### config.mk
export PLATFORM = sky130hd
export DESIGN_NAME = hrange_arbiter
export DESIGN_NICKNAME = d
export VERILOG_FILES = /design/src/rtl/hrange_pkg.sv /design/src/rtl/hrange_arbiter_rr_pick.sv /design/src/rtl/hrange_arbiter.sv
export SDC_FILE = /design/constraint.sdc
export NUM_CORES = 1
export LEC_CHECK = 0
export CAP_MARGIN = 10
export CORE_AREA = 10 10 215 217
export CTS_BUF_LIST = sky130_fd_sc_hd__clkbuf_2 sky130_fd_sc_hd__clkbuf_4 sky130_fd_sc_hd__clkbuf_8
export DETAILED_ROUTE_END_ITERATION = 7
export DIE_AREA = 0 0 225 227
export GPL_TIMING_DRIVEN = 1
export PLACE_DENSITY = 0.38
export RECOVER_POWER = 100
export REMOVE_ABC_BUFFERS = 1
export SLEW_MARGIN = 20
export SYNTH_ARGS = -nofsm -noshare
export SYNTH_HDL_FRONTEND = slang
export SYNTH_HIERARCHICAL = 1
export SYNTH_SLANG_ARGS = --single-unit
### constraint.sdc
create_clock -name _clock -period 4.1 [get_ports _clock]
set_input_delay 0.82 -clock _clock [delete_from_list [all_inputs] [get_ports _clock]]
set_output_delay 0.82 -clock _clock [all_outputs]
set_load 0.05 [all_outputs]
### src/rtl/hrange_pkg.sv
`default_nettype none
// ============================================================================
//  Module      : hrange_pkg
//  Description : Shared types and constants for the hrange generator arbiter.
//  Revision    : 1.0  initial release
// ============================================================================
package hrange_pkg;

  localparam int WIDTH_DEFAULT = 32;
  localparam int N_REQ_DEFAULT = 4;

  // Arbiter ownership state: IDLE can launch, BUSY routes the stream to owner.
  typedef enum logic [0:0] {
    ARB_IDLE = 1'b0,
    ARB_BUSY = 1'b1
  } arb_state_e;

  // Round-robin successor that wraps at the requester count, not at a power of 2.
  function automatic int rr_next(input int idx, input int n);
    return (idx + 1 >= n) ? 0 : idx + 1;
  endfunction

endpackage
`default_nettype wire

### src/rtl/hrange_arbiter_rr_pick.sv
`default_nettype none
// ============================================================================
//  Module      : hrange_arbiter_rr_pick
//  Description : Combinational round-robin picker. Returns the first asserted
//                request at or after the pointer, wrapping at N_REQ.
//  Revision    : 1.0  initial release
// ============================================================================
module hrange_arbiter_rr_pick #(
  parameter  int N_REQ = 4,
  localparam int IDX_W = $clog2(N_REQ)
) (
  input  logic [N_REQ-1:0] req_i,
  input  logic [IDX_W-1:0] ptr_i,
  output logic             any_o,
  output logic [IDX_W-1:0] idx_o
);

  int               w_sum;
  logic [IDX_W-1:0] w_cand;
  logic             w_found;

  // Scan candidates ptr, ptr+1, ... (mod N_REQ); the first hit wins.
  always_comb begin
    w_sum   = 0;
    w_cand  = '0;
    w_found = 1'b0;
    idx_o   = '0;
    for (int k = 0; k < N_REQ; k++) begin
      w_sum = int'(ptr_i) + k;
      if (w_sum >= N_REQ) begin
        w_sum = w_sum - N_REQ;
      end
      w_cand = IDX_W'(w_sum);
      if (!w_found && req_i[w_cand]) begin
        w_found = 1'b1;
        idx_o   = w_cand;
      end
    end
    any_o = w_found;
  end

endmodule
`default_nettype wire

### src/rtl/hrange_arbiter.sv
`default_nettype none
// ============================================================================
//  Module      : hrange_arbiter
//  Description : Shares one hrange generator among N_REQ callers. Grants start
//                requests round-robin, launches the generator with the
//                winner's arguments and routes the ready/valid stream and the
//                done pulse between generator and owner until exhaustion.
//  Revision    : 1.0  initial release
// ============================================================================
module hrange_arbiter
  import hrange_pkg::*;
#(
  parameter  int N_REQ = N_REQ_DEFAULT,
  parameter  int WIDTH = WIDTH_DEFAULT,
  localparam int IDX_W = $clog2(N_REQ)
) (
  input  logic                   _clock,
  input  logic                   _reset_n,
  // caller side
  input  logic [N_REQ-1:0]       req_start,
  input  logic [N_REQ*WIDTH-1:0] req_base,
  input  logic [N_REQ*WIDTH-1:0] req_limit,
  input  logic [N_REQ*WIDTH-1:0] req_step,
  output logic [N_REQ-1:0]       req_grant,
  input  logic [N_REQ-1:0]       req_ready,
  output logic [N_REQ-1:0]       req_valid,
  output logic [WIDTH-1:0]       req_0,
  output logic [N_REQ-1:0]       req_done,
  output logic                   busy,
  output logic [IDX_W-1:0]       owner,
  // generator side
  output logic                   gen_reset,
  output logic                   gen_start,
  output logic [WIDTH-1:0]       gen_base,
  output logic [WIDTH-1:0]       gen_limit,
  output logic [WIDTH-1:0]       gen_step,
  output logic                   gen_ready,
  input  logic                   gen_valid,
  input  logic                   gen_done,
  input  logic [WIDTH-1:0]       gen_0
);

  arb_state_e       state_q, state_d;
  logic [IDX_W-1:0] rr_ptr_q, rr_ptr_d;
  logic [IDX_W-1:0] owner_q, owner_d;

  logic             w_any;
  logic [IDX_W-1:0] w_win;
  logic             w_launch;

  logic [WIDTH-1:0] w_base  [N_REQ];
  logic [WIDTH-1:0] w_limit [N_REQ];
  logic [WIDTH-1:0] w_step  [N_REQ];

  // Unpack the flat per-caller argument buses into indexable arrays.
  for (genvar gi = 0; gi < N_REQ; gi++) begin : g_unpack
    assign w_base[gi]  = req_base [gi*WIDTH +: WIDTH];
    assign w_limit[gi] = req_limit[gi*WIDTH +: WIDTH];
    assign w_step[gi]  = req_step [gi*WIDTH +: WIDTH];
  end

  hrange_arbiter_rr_pick #(
    .N_REQ (N_REQ)
  ) u_rr_pick (
    .req_i (req_start),
    .ptr_i (rr_ptr_q),
    .any_o (w_any),
    .idx_o (w_win)
  );

  // A launch needs an idle generator, a pending request and reset released.
  assign w_launch = (state_q == ARB_IDLE) && w_any && _reset_n;

  // Next-state: grant moves ownership and advances the pointer past the winner.
  always_comb begin
    state_d  = state_q;
    rr_ptr_d = rr_ptr_q;
    owner_d  = owner_q;
    case (state_q)
      ARB_IDLE: begin
        if (w_launch) begin
          state_d  = ARB_BUSY;
          owner_d  = w_win;
          rr_ptr_d = IDX_W'(rr_next(int'(w_win), N_REQ));
        end
      end
      ARB_BUSY: begin
        if (gen_done) begin
          state_d = ARB_IDLE;
        end
      end
      default: begin
        state_d = ARB_IDLE;
      end
    endcase
  end

  // State, pointer and owner registers; reset aborts any stream silently.
  always_ff @(posedge _clock or negedge _reset_n) begin
    if (!_reset_n) begin
      state_q  <= ARB_IDLE;
      rr_ptr_q <= '0;
      owner_q  <= '0;
    end else begin
      state_q  <= state_d;
      rr_ptr_q <= rr_ptr_d;
      owner_q  <= owner_d;
    end
  end

  // Zero-latency routing: launch args in IDLE, owner's stream in BUSY.
  always_comb begin
    req_grant = '0;
    req_valid = '0;
    req_done  = '0;
    req_0     = '0;
    gen_start = 1'b0;
    gen_base  = '0;
    gen_limit = '0;
    gen_step  = '0;
    gen_ready = 1'b0;
    case (state_q)
      ARB_IDLE: begin
        if (w_launch) begin
          gen_start        = 1'b1;
          gen_base         = w_base[w_win];
          gen_limit        = w_limit[w_win];
          gen_step         = w_step[w_win];
          req_grant[w_win] = 1'b1;
        end
      end
      ARB_BUSY: begin
        gen_ready          = req_ready[owner_q];
        req_valid[owner_q] = gen_valid;
        req_done[owner_q]  = gen_done;
        req_0              = gen_0;
      end
      default: begin
        gen_ready = 1'b0;
      end
    endcase
  end

  assign gen_reset = ~_reset_n;
  assign busy      = (state_q == ARB_BUSY);
  assign owner     = owner_q;

endmodule
`default_nettype wire
Word-level counts from Yosys, hierarchy flattened
Cells that the tools add are included.
- div/mod/pow operators: 0
- add/sub/neg operators: 8
- multiplexer cells: 52
- reduce and logical (&&, ||, !) cells: 11
- bitwise logic cells: 5
- equality and inequality tests: 0
- shifts and indexed selects: 0
- multipliers: 0
- magnitude comparators: 14
- operators by type and width (operator ; number):
    $mux 32 ; 13
    $bmux 32 s2 ; 3
    $lt 2x3->1 const B ; 6
    $mux 2 ; 9
    $mux 4 ; 4
    $ge 3x3->1 const B ; 5
    $mux 1 ; 15
    $bmux 1 s2 ; 5
    $and 4x4->4 ; 2
    $sub 2x1->2 const B ; 4
    $logic_and 1x1->1 ; 7
    $add 2x1->3 const B ; 2
    $add 2x2->3 const B ; 2
    $demux 1 s2 ; 2
    $ge 2x1->1 const B ; 2
    $ge 2x3->1 const B ; 1
    $logic_not 1->1 ; 3
    $not 2->3 ; 1
    $not 1->1 ; 2
    $pmux 1 s2 ; 1
    $reduce_and 2->1 ; 1
- bits of input ports: 428
- word-level logic and storage cells: 93
- memories: 0
- flip-flop bits (word level): 5
- output and inout bits: 146
- RAM bits: 0
- bits in latches: 0
- memory bits (read-only): 0

Longest topological paths before layout
- depth after elaboration: 20
- gate-level depth with buffers: 9
- mapped depth without buffers: 6

Cells and area by module
Netlist, hierarchy kept.
- by module, submodules not included (module ; cells each ; area each (sq um) ; times used ; sequential area each (sq um)):
    hrange_arbiter ; 410 ; 3504.6 ; 1 ; 125.1
    hrange_arbiter_rr_pick ; 15 ; 77.6 ; 1 ; 0.0

Worst setup path after synthesis
No wires, ideal clock.
- kind: in2out
- start point: in req_start[1]
- end point: out gen_limit[12]
- stages: 7
- setup slack: 379 ps
- path buffers: 2
- required time: 3280 ps
- data arrival time: 2901 ps
- cell sequence: inv_1 > a221o_1 > a21oi_1 > nand4b_1 > buf_2 > buf_2 > o22ai_1
- word-level cells in the longest chain between the ends: 18
- elaborated cells between the ends (all ways): 30
- classes of those cells: 21 x mux; 1 x bitwise; 8 x reduce/logical
- RTL lines (what ; line ; source):
    start, declared ; hrange_arbiter.sv:20 ; input logic [N_REQ-1:0] req_start,
    $bmux 1 s2 ; hrange_arbiter_rr_pick.sv:34 ; if (!w_found && req_i[w_cand]) begin
    $mux 1 (not written as such) ; hrange_arbiter_rr_pick.sv:34 ;
    $mux 1 ; hrange_arbiter_rr_pick.sv:34 ;
    $logic_not 1->1 ; hrange_arbiter_rr_pick.sv:34 ;
    $logic_and 1x1->1 ; hrange_arbiter_rr_pick.sv:34 ;
    $mux 1 ; hrange_arbiter_rr_pick.sv:34 ;
    $logic_not 1->1 ; hrange_arbiter_rr_pick.sv:34 ;
    $logic_and 1x1->1 ; hrange_arbiter_rr_pick.sv:34 ;
    (+2 left out) ; n/a ;
    $logic_and 1x1->1 ; hrange_arbiter_rr_pick.sv:34 ;
    $mux 2 (*) ; hrange_arbiter_rr_pick.sv:34 ;
    net w_win[0] ; hrange_arbiter.sv:48 ; logic [IDX_W-1:0] w_win;
    $not 2->3 (not written as such) (*) ; hrange_arbiter.sv:127 ; gen_limit = w_limit[w_win];
    $bmux 32 s2 (*) ; hrange_arbiter.sv:127 ;
    $mux 32 (not written as such) (*) (2 in a row) ; hrange_arbiter.sv:127 ;
    $mux 32 (*) ; hrange_arbiter.sv:124 ; if (w_launch) begin
    $mux 32 (*) ; hrange_arbiter.sv:122 ; case (state_q)
    end, declared ; hrange_arbiter.sv:35 ; output logic [WIDTH-1:0] gen_limit,
Mark *: on every way through the listed nets, which the timed path passes. The rest lies on a longest branch. The select of a mux whose other input is x is not followed.

Final worst setup path
- start point: in req_start[1]
- end point: out gen_base[19]
- word-level cells in the longest chain between the ends: 18
- elaborated cells between the ends (all ways): 30
- classes of those cells: 21 x mux; 1 x bitwise; 8 x reduce/logical
- RTL lines (what ; line ; source):
    $bmux 1 s2 ; hrange_arbiter_rr_pick.sv:34 ;
    $mux 1 (not written as such) ; hrange_arbiter_rr_pick.sv:34 ;
    $mux 1 ; hrange_arbiter_rr_pick.sv:34 ;
    $logic_not 1->1 ; hrange_arbiter_rr_pick.sv:34 ;
    $logic_and 1x1->1 ; hrange_arbiter_rr_pick.sv:34 ;
    $mux 1 ; hrange_arbiter_rr_pick.sv:34 ;
    $logic_not 1->1 ; hrange_arbiter_rr_pick.sv:34 ;
    $logic_and 1x1->1 ; hrange_arbiter_rr_pick.sv:34 ;
    (+2 left out) ; n/a ;
    $logic_and 1x1->1 ; hrange_arbiter_rr_pick.sv:34 ;
    $mux 2 (*) ; hrange_arbiter_rr_pick.sv:34 ;
    net w_win[0] ; hrange_arbiter.sv:48 ;
    $not 2->3 (not written as such) (*) ; hrange_arbiter.sv:126 ; gen_base = w_base[w_win];
    $bmux 32 s2 (*) ; hrange_arbiter.sv:126 ;
    $mux 32 (not written as such) (*) (2 in a row) ; hrange_arbiter.sv:126 ;
    $mux 32 (*) ; hrange_arbiter.sv:124 ;
    $mux 32 (*) ; hrange_arbiter.sv:122 ;
    end, declared ; hrange_arbiter.sv:34 ; output logic [WIDTH-1:0] gen_base,
Marks and branches as above.

==> reports/metrics.cfg <==
[run_status]
outcome = complete, no violations

[sta]
fin_crit_ns = 3.97
fmax_mhz = 252
tightest_slew_ns = 0.794
setup_slack_ns = 0.127
rsz0062_at_grt = false
setup_viol = 0
whs_ns = 0.574
hold_viol_final = 0
slew-limit-headroom_pct = 47.3
worst_clock_skew_ns = 0.000647
finalMaxSlewViolations = 0
fin_crit_sh_pct = 96.9

[worst_setup_path]
required_ns = 3.28
reg2reg_depth = 7
critical_path.most_common_cell = buf_12
crit_chain = clkdlybuf4s50_1, inv_1, a221o_1, a21oi_1, nand4b_1, buf_12, o22ai_1, clkbuf_1, buf_12
start_kind = primary input
end_kind = output pin
cp_max_fo = 45
cp_slowest_cell = clkdlybuf4s50_1
arrival_ns = 3.15
max_stage_delay_ns = 0.50
critPathKind = primary input to output pin

[placement]
dp_cells = 1519
gp_congestion = 0.774
dp_slack_ns = 0.163
port_buffers = 573
post-dp-hpwl_mm = 29.6

[routing]
viasPerCell = 3.73
drt_iter0_markers = 108
wirelength_mm = 33.2
detail_route.wl_per_cell_um = 21.8
num_vias = 5689
drc_errors = 0
antenna_left = 0
drtPass1Iterations = 4

[synthesis]
synthCells = 425
synth-compound-area-share_pct = 21.8
yosysUniqueCellTypes = 29
syn-cell-area_um2 = 3580
synthXorXnorAreaFrac_pct = 0
synthSimpleGateAreaFrac_pct = 9.33
ys_seq_area_share_pct = 3.49
synth_fa_ha_area_share_pct = 1.40
ys_seq_elements = 5
avgSynthCellArea_um2 = 8.43
synth_top_family_by_area = multiplexers
yosys_warnings = 6
synthMuxAreaShare_pct = 55.2

[grt]
grt_max_degree = 53
grt_first_pass_wirelength_mm = 45.0
antenna_found_initial = 5
grt_pass1_vias = 6261
track_usage_pct = 11.8
grt-ovfl-total = 0

[finish]
syn2layout_area_growth_pct = 184
layout_commonest_cell = clkdlybuf4s50_1
nets = 1417
final_core_util_pct = 24.4
final_cells = 1526
drive_gt1_share_pct = 14.4
layout_common_cells = 425 x clkdlybuf4s50_1, 192 x mux2i_1, 90 x o22ai_1

[min_path]
hold_depth = 1
hold_class = flop to flop

[power]
peakVddDrop_mv = 0.169
powerDensity_nw_per_um2 = 393
leakage_nw = 4.25

[clock_tree]
clkSlewWorstSetupHoldPaths_ns = 0.04
root_buffer = clkbuf_8
htree_levels = 1
cts_setup_buffers = 0
numCtsBuffers = 3
cts_tree = built
cts.sinks = 5
cts_max_path_buffers = 2
hold_buffers = 0
post_cts_resized = 0
clk_latency_ns = 0.22

[die]
coreArea_um2 = 41800
floorplan.initialDensity_pct = 8.58
rows = 75
die_width_um = 225
die_h_um = 227
io_pins = 574
die-area_um2 = 51100

[run]
drv_cap = 0

==> power breakdown <==
group | internal (mW) | switching, mW
registers | 0.0708 | 0.0404
clock network | 0.0734 | 0.0251
logic | 1.64 | 2.16
==> metal layers <==
metal / wire [µm] / up-vias / GRT usage [%]
li1: - / 2761 / -
met1: 10700 / 2564 / 10.9
met2: 18300 / 346 / 23.6
met3: 3980 / 16 / 5.43
met4: 265 / 2 / 1.38
met5: 18 / - / 0
==> final timing paths <==
check                             start           end  slack, ns
max in group asynchronous      _reset_n      owner[0]       2.70
min reg2reg                 rr_ptr_q[0]   rr_ptr_q[0]       0.57
min                         rr_ptr_q[0]   rr_ptr_q[0]       0.57
max                        req_start[1]  gen_base[19]       0.13
min in group asynchronous      _reset_n   rr_ptr_q[0]       0.91
max reg2reg                 rr_ptr_q[0]   rr_ptr_q[1]       2.05
==> synthesized netlist by cell type <==
cell type  number  area share (%)
nand4bb_1       1            0.31
mux2_2          1            0.31
nand4b_1        1            0.24
nand2_1         3            0.31
a221o_1         1            0.28
o21ai_1         1            0.14
nand3_1         1            0.14
nand3b_1        1            0.21
o22ai_1        76              13
nor3_1          2            0.28
buf_1           1            0.10
inv_1           9            0.94
buf_4          20             4.2
o22ai_2        20             7.0
mux4_2          1            0.63
clkbuf_1       13             1.4
ha_1            4             1.4
inv_2           2            0.21
nor2_1          8            0.84
and2_1         37             6.5
a21oi_1         4            0.56
buf_2          12             1.7
mux2_1          2            0.63
mux2i_1       192              54
dfrtp_1         5             3.5
o221ai_1        1            0.24
o21ai_0         2            0.28
buf_6           1            0.31
nand2b_1        3            0.52
==> cell type report <==
class | count | area, µm²
flip-flops and latches | 5 | 125
multi-input cells | 362 | 3080
fillers | 4578 | 31600
diodes | 3 | 7.51
clock buffers | 4 | 48.8
inverters | 11 | 41.3
well taps | 539 | 674
repair buffers | 602 | 6210
==> sequential cells by signal, indices dropped and copies added, names as in the netlist <==
register  count
owner         2
rr_ptr_q      2
busy          1
==> worst max-delay path: cells and delay by family <==
family | cells | cell delay [ns]
compound gates | 3 | 0.75
simple gates | 1 | 0.29
buf+inv | 5 | 1.20
==> logic make-up (layout without fill, tap and decap cells) <==
logic type      count (synthesis)  in the layout
mux                           196            196
fa+ha+maj                       4              4
simple gates                   57             57
other cells                     0              3
flops                           5              5
buf+inv                        58            617
compound gates                105            105
==> metrics by stage <==
| stage | area (µm²) | setup TNS (ns) | power [mW] |
|---|---|---|---|
| after floorplan | 3310 | -1338.52 | 2.35 |
| after global placement | 11100 | 0 | 4.51 |
| after detailed placement | 11100 | 0 | 4.49 |
| after CTS | 11100 | 0 | 4.60 |
| after global routing | 10200 | 0 | 4.23 |
| final | 10200 | 0 | 4.00 |
No activity file was read; power rests on OpenSTA's default activity.
